[config.mk]
export PLATFORM = sky130hd
export DESIGN_NAME = i2s_line_in_rx
export DESIGN_NICKNAME = d
export VERILOG_FILES = /design/src/rtl/i2s_pkg.sv /design/src/rtl/sync_edge.sv /design/src/rtl/i2s_line_in_rx.sv
export SDC_FILE = /design/constraint.sdc
export NUM_CORES = 1
export LEC_CHECK = 0
export BUFFER_PORTS_ARGS = -buffer_cell sky130_fd_sc_hd__buf_4
export CAP_MARGIN = 20
export CORE_MARGIN = 2
export CORE_UTILIZATION = 50
export CTS_CLUSTER_SIZE = 30
export DETAILED_ROUTE_END_ITERATION = 8
export PLACE_DENSITY = 0.73
export SLEW_MARGIN = 20
export SYNTH_ARGS = -nofsm -noshare
export SYNTH_HDL_FRONTEND = slang
export SYNTH_SLANG_ARGS = --single-unit
[constraint.sdc]
create_clock -name clk -period 1.82 [get_ports clk]
set_input_delay 0 -clock clk [delete_from_list [all_inputs] [get_ports clk]]
set_output_delay 0 -clock clk [all_outputs]
set_load 0.05 [all_outputs]
[src/rtl/i2s_pkg.sv]
// i2s_pkg: shared I2S receive/transmit types and default frame geometry
package i2s_pkg;
  typedef enum logic [1:0] {IDLE, HUNT, SHIFT, WAIT} state_t;
  localparam logic LEFT = 1'b0;
  localparam logic RIGHT = 1'b1;
  localparam int WIDTH_DEF = 24;
  localparam int SLOT_DEF = 32;
endpackage

[src/rtl/sync_edge.sv]
// sync_edge: 2-flop synchronizer with a registered rise on lane 0; q is retimed to align with rise
module sync_edge #(
  parameter int W = 1
) (
  input  logic         clk,
  input  logic         reset,
  input  logic [W-1:0] d,
  output logic [W-1:0] q,
  output logic         rise
);
  logic [W-1:0] s1, s2;
  always_ff @(posedge clk) begin
    if (reset) begin
      s1 <= '0;
      s2 <= '0;
      q <= '0;
      rise <= 1'b0;
    end else begin
      s1 <= d;
      s2 <= s1;
      q <= s2;
      rise <= s2[0] & ~q[0];
    end
  end
endmodule

[src/rtl/i2s_line_in_rx.sv]
// i2s_line_in_rx: deserializes codec I2S line-in into parallel left/right samples with a frame strobe
module i2s_line_in_rx
  import i2s_pkg::*;
#(
  parameter int WIDTH = WIDTH_DEF,
  parameter int SLOT = SLOT_DEF
) (
  input  logic             clk,
  input  logic             reset,
  input  logic             i2s_bclk,
  input  logic             i2s_lr,
  input  logic             i2s_sdata,
  output logic [WIDTH-1:0] left_out,
  output logic [WIDTH-1:0] right_out,
  output logic             new_frame,
  output logic             frame_err
);
  localparam int CW = $clog2(SLOT + 1);
  localparam logic [CW-1:0] LAST = CW'(WIDTH - 1);
  localparam logic [CW-1:0] CMAX = CW'(SLOT);
  logic [2:0] sync_q;
  logic rise, lr, sdata, unused_bclk;
  state_t state, state_n;
  logic lr_prev, lr_prev_n, chan, chan_n, left_ok, left_ok_n, new_frame_n, frame_err_n;
  logic [CW-1:0] cnt, cnt_n;
  logic [WIDTH-1:0] shreg, shreg_n, left_hold, left_hold_n, left_out_n, right_out_n, word;
  sync_edge #(.W(3)) u_sync (
    .clk(clk),
    .reset(reset),
    .d({i2s_sdata, i2s_lr, i2s_bclk}),
    .q(sync_q),
    .rise(rise)
  );
  assign lr = sync_q[1];
  assign sdata = sync_q[2];
  assign unused_bclk = sync_q[0];
  assign word = {shreg[WIDTH-2:0], sdata};
  always_ff @(posedge clk) begin
    if (reset) begin
      state <= IDLE;
      lr_prev <= LEFT;
      chan <= LEFT;
      cnt <= '0;
      shreg <= '0;
      left_hold <= '0;
      left_ok <= 1'b0;
      left_out <= '0;
      right_out <= '0;
      new_frame <= 1'b0;
      frame_err <= 1'b0;
    end else begin
      state <= state_n;
      lr_prev <= lr_prev_n;
      chan <= chan_n;
      cnt <= cnt_n;
      shreg <= shreg_n;
      left_hold <= left_hold_n;
      left_ok <= left_ok_n;
      left_out <= left_out_n;
      right_out <= right_out_n;
      new_frame <= new_frame_n;
      frame_err <= frame_err_n;
    end
  end
  // An LR change always opens a new slot; the bit on that edge is the I2S one-bit delay
  always_comb begin
    state_n = state;
    lr_prev_n = lr_prev;
    chan_n = chan;
    cnt_n = cnt;
    shreg_n = shreg;
    left_hold_n = left_hold;
    left_ok_n = left_ok;
    left_out_n = left_out;
    right_out_n = right_out;
    new_frame_n = 1'b0;
    frame_err_n = frame_err;
    if (rise) begin
      lr_prev_n = lr;
      if (state == IDLE) state_n = HUNT;
      else if (lr != lr_prev) begin
        frame_err_n = frame_err | (state == SHIFT);
        chan_n = lr;
        cnt_n = '0;
        state_n = SHIFT;
      end else if (state == SHIFT) begin
        shreg_n = word;
        cnt_n = cnt + 1'b1;
        if (cnt == LAST) begin
          state_n = WAIT;
          if (chan == LEFT) begin
            left_hold_n = word;
            left_ok_n = 1'b1;
          end else if (left_ok) begin
            left_out_n = left_hold;
            right_out_n = word;
            new_frame_n = 1'b1;
            left_ok_n = 1'b0;
          end else frame_err_n = 1'b1;
        end
      end else if (state == WAIT) begin
        cnt_n = (cnt == CMAX) ? cnt : cnt + 1'b1;
        if (cnt_n == CMAX) begin
          frame_err_n = 1'b1;
          state_n = HUNT;
        end
      end
    end
  end
endmodule

## Word level (Yosys, flattened, before mapping)

Cells that the tools add are included.

- Eq/ne operators: 10
- Bitwise operators: 9
- Reductions and logical operators: 14
- Multiplexer cells: 19
- Add/subtract/negate cells: 1

Operators by type and width:

| cell | count |
|---|---|
| 6-bit 2-to-1 mux | 4 |
| 7-bit AND reduction | 2 |
| 6-bit equality test (second input constant) | 2 |
| 2-bit 2-to-1 mux | 6 |
| 1-bit 2-to-1 mux | 9 |
| 4-bit AND reduction | 2 |
| 4-bit nonzero test | 2 |
| 1-bit inverter | 7 |
| 7-bit OR reduction | 1 |
| 6-bit by 1-bit adder with 6-bit output (second input constant) | 1 |
| 6-bit by 5-bit equality test with 1-bit output (second input constant) | 1 |
| 3-bit != test (second input constant) | 2 |
| 3-bit AND reduction | 2 |
| 6-bit AND reduction | 1 |
| 3-bit nonzero test | 2 |
| 5-bit AND reduction | 1 |
| 2-bit equality test (second input constant) | 2 |
| 4-bit by 3-bit != test with 1-bit output (second input constant) | 1 |
| 3-bit by 2-bit != test with 1-bit output (second input constant) | 1 |
| 2-bit logical NOT | 1 |
| 1-bit bitwise AND | 1 |
| 1-bit != test | 1 |
| 1-bit OR | 1 |

- Output and inout bits: 50
- Flip-flop bits (word level): 118

## Depth between registers and ports, before layout

- Depth in word-level cells: 8
- Mapped depth: 7
- Mapped depth without buffers: 6

## Cells and area by module

From an unflattened synthesis, not the netlist that was laid out.

- Cells, all modules: 491
- Area, all modules: 4519.3 µm²

Modules (own cells, without submodules):

| module | instances | cells each | sequential area each (µm²) | area each (µm²) |
|---|---|---|---|---|
| i2s_line_in_rx | 1 | 471 | 2162.1 | 4250.3 |
| sync_edge | 1 | 20 | 200.2 | 269.0 |

## Worst setup path before layout

No wires, ideal clock.

- Path type: reg-to-reg
- From: register cnt[0]
- To: register right_out[12]
- Required time: 1.688 ns
- Clock period less this slack: 1.837 ns
- Buffers on the path: 2
- Library setup time: 0.132 ns
- Setup slack: -0.017 ns
- Arrival time: 1.704 ns
- Cell stages (with the launch flop): 8
- Cells stage by stage: dfxtp_1 ha_1 nand4b_1 or4_1 buf_6 buf_6 o21ai_0 a21oi_1

- Word-level cells in the longest chain between the ends: 2

RTL lines:

| what | RTL line | source |
|---|---|---|
| from (decl) | i2s_line_in_rx.sv:25 | `logic [CW-1:0] cnt, cnt_n;` |
| from (signal assigned) | i2s_line_in_rx.sv:55 | `cnt <= cnt_n;` |
| 6-bit by 5-bit equality test with 1-bit output | i2s_line_in_rx.sv:89 | `if (cnt == LAST) begin` |
| 7-bit AND reduction (no line) | - |  |
| to (signal assigned) | i2s_line_in_rx.sv:60 | `right_out <= right_out_n;` |
| to (decl) | i2s_line_in_rx.sv:14 | `output logic [WIDTH-1:0] right_out,` |

No other way between the ends.
A chain may end at the register's enable or synchronous reset.

## Worst setup path after layout

- From: register cnt[1]
- To: register left_hold[2]

- Word-level cells in the longest chain between the ends: 2

RTL lines:

| what | RTL line | source |
|---|---|---|
| 6-bit by 5-bit equality test with 1-bit output | i2s_line_in_rx.sv:89 |  |
| 6-bit AND reduction (no line) | - |  |
| to (signal assigned) | i2s_line_in_rx.sv:57 | `left_hold <= left_hold_n;` |
| to (decl) | i2s_line_in_rx.sv:26 | `logic [WIDTH-1:0] shreg, shreg_n, left_hold, left_hold_n, left_out_n, right_out_n, word;` |

No other way between the ends.

==> metrics.txt <==
Worst Hold Class primary input to flop; slew at the pin closest to its max-slew limit 0.8319 ns; Hold Path Sink u_sync.s2[0]; maximum vdd drop ~0.54 mV; Core ar. 9109 um^2; Mapped Avg Cell Area roughly 8.3 um^2; MaxCap Viol Count 0; CP Capture Type flop; P_leak 2.081 nW; worst r2r src cnt[1]; first-pass GRT wire length 19000 um; Worst slew margin 0.4454; met1 Use GR 0.3222; multi-input logic area 2046 um^2; sequential fraction of the synthesis area 0.5126; Int Pwr approximately 4.8 mW; Syn Nets 562; WHS 0.05358 ns; post-synthesis cell count 555; final antenna-violating net count 0; combinational share of power 0.014; total grt overflow 0; Starting Density 0.5059; Die Y about 100 um; ant diodes 0; R2R setup slack around 0.026 ns; Slowest-stage cell, CP or4_4; clock-pin slew on the worst setup and hold paths 0.06 ns; Sequential cell area 2365 um^2; root buf cell clkbuf_8; number of enable flip-flop cells after synthesis 0; number of remaining DRC errors 0; post-route cell area 5948 um^2; initial drt markers 264; post-synthesis cell type count 40; Top Ports 55; 1st-pass router iterations 5; Total Routing Usage GR 0.2414; FF+latch count, synth about 120; Cell Area, Synth around 4600 um^2; clock sinks 118; Net Switching 1.235 mW; Buf+Inv Stages, Crit Path 1; post-route total power 6.014 mW; Area Overhead vs Synth 29.08%; post-DP HPWL 6825 um; grt met2 use 0.3815; Vias 4168; met3 Use GR 0.05153; nets@finish 616; Worst path max stage delay between 0.4 and 0.5 ns; fmax around 560 MHz; CTS tree done; CP Max Fanout between 50 and 60; RR Endpoint left_hold[2]; antenna violations before repair 0; post-route setup TNS 0 ns; gpl congestion 0.8520; Finished Layout Cells between 700 and 800; Post-DP Area 5175 um^2; Slew Limit Fails 0; RSZ-0062 raised after global routing true; Fillers 760; Hold Violations, Final 0; sequential share of power 0.432; largest net degree at the start of global routing 78; Via-to-Cell Ratio approximately 5.7; crit start category flop; skew final ~0.0063 ns; min-delay src reset; reg2reg path depth 6; Tcrit/Tclk final 0.9856; CP Data Arrival Time about 2.2 ns; Setup-failing EPs final 0; required time of the critical path 2.22 ns; Setup CP Type flop to flop; hold path depth 2; sw frac 0.2053; vias in the first global route between 3000 and 4000; layer carrying the most global-route usage met2; CTS H-tree lvls 4; Die Span X 100 um; drt total wl 11350 um; die area about 10000 um^2; wire length per cell 15.51 um; cell family with most CP delay simple AND/OR/NAND/NOR gates; port bufs 54; Async SR Flop Fraction 0; layout cells sized above 1 0.2271; PwrDens 1011 nW/um^2; CTS Buffer Depth 2; number of CTS-inserted buffers 17; Cell Chain, Critical Path ha_4 -> nand4b_1 -> or4_4 -> buf_12 -> o21ai_0 -> a21oi_1; status finished clean; YS warnings 0; row cnt 35; Top FF cell, synth dfxtp_1; clock latency on the worst-skew pair ~0.52 ns; Clock power frac 0.555; placed instance count 695; time the worst path needs with I/O delays and setup ~1.8 ns
==> synthesized netlist by cell type, drive strengths merged, types with 3 or more instances <==
cell    count  share of area
dfxtp     118           0.51
a21oi     103           0.11
o21ai      83          0.090
nand3      78          0.085
nand2      52          0.042
clkbuf     32          0.027
buf        22          0.034
nor2       13          0.011
nor2b      10          0.014
inv         6         0.0049
a311oi      3         0.0057
nand2b      3         0.0041
nor3        3         0.0033
nor4        3         0.0073
xor2        3         0.0073
==> worst max-delay path by stage <==
stage,start,endpoint,slack [ns],depth (start not counted)
after global placement,cnt[1],right_out[6],-0.05,6
after CTS,cnt[1],left_out[4],0.01,6
final,cnt[1],left_hold[2],0.03,6
after global routing,cnt[1],left_hold[16],-0.04,8
after detailed placement,cnt[1],right_out[23],-0.14,6
after floorplan,cnt[1],right_out[12],0.02,7
==> layer usage <==
metal  part of all wire  routed length [um]  up-vias
met1               0.45                5164     1962
met2               0.48                5458      133
met3              0.049                 554       19
li1                   -                   -     2054
met4              0.015                 175        0
met5                  0                   0        -
==> power groups by stage <==
stage	combinational (mW)	sequential, mW	clock [mW]
detailed placement	0.0741	2.65	0
global placement	0.0727	2.65	0
finish	0.0822	2.60	3.33
floorplan	0.0507	2.65	0
global route	0.0896	2.60	3.49
CTS	0.0799	2.60	3.37
==> worst reg2reg max path, delay by kind of cell (launching register included) <==
family,cells,cell delay [ns]
buffers and inverters,1,0.21
adders and majority gates,1,0.15
DFF,1,0.35
and+or+nand+nor,2,0.64
AOI/OAI and AO/OA,2,0.32
==> area by class of cell <==
cell class | count | area share
clock inverter | 10 | 0.02482
timing repair buffer | 89 | 0.1310
clock buffer | 21 | 0.07552
sequential | 118 | 0.3976
tap | 111 | 0.02335
inverter | 6 | 0.003786
multi-input combinational | 377 | 0.3439
==> flip-flops by register name, summed over array words and instances, names as in the netlist, named ones only <==
signal       cells
new_frame        1
frame_err        1
state            1
left_hold       24
cnt              6
right_out       24
u_sync.s1        3
left_out        24
shreg           23
u_sync.rise      1
chan             1
u_sync.s2        3
lr_prev          1
left_ok          1
u_sync.q         3
==> layout by cell type (no fill, tap or decap), types with 2 or more instances in the layout <==
cell,count
clkinvlp_4,3
dfxtp_2,2
buf_4,76
dfxtp_1,116
o21ai_1,50
dlygate4sd3_1,3
clkbuf_8,3
nor2_1,13
nand3_1,77
clkinv_4,3
nor3_1,3
a21oi_1,98
nand2b_1,3
a311oi_2,3
clkbuf_16,17
xor2_1,2
a21oi_2,5
inv_1,6
nand2_1,52
and2_1,2
buf_6,3
bufinv_16,3
nor2b_1,10
clkbuf_1,2
o21ai_2,5
nor4_4,2
buf_12,6
o21ai_0,28
a31oi_1,2
==> logic make-up (layout without fill, tap and decap cells) <==
group                      count (synthesis)  count (layout)  share of synthesized area
and+or+nand+nor                          172             172                     0.1827
xor gates and xnor gates                   4               4                   0.009234
muxes                                      1               1                   0.002172
DFF                                      118             118                     0.5126
buffers and inverters                     60             126                    0.06598
adders and majority gates                  2               2                   0.005429
AOI/OAI and AO/OA                        198             198                     0.2218
==> stage by stage <==
step	setup WS, ns	util
3_5_place_dp	-0.1367	0.5681
2_1_floorplan	0.01703	-
6_report	0.02614	0.6530
5_1_grt	-0.04296	0.6530
4_1_cts	0.009621	0.6427
3_3_place_gp	-0.05303	0.5681
==> timing repair <==
item                                    CTS  global route
endpoints found under the setup margin   76            59
pin swaps                                 3             4
buffers inserted                          2             0
cloned                                    0             1
endpoints found under the hold margin     3             0
resized for setup                        16            37
hold buffers                              3             0
(Power assumes the default switching activity.)
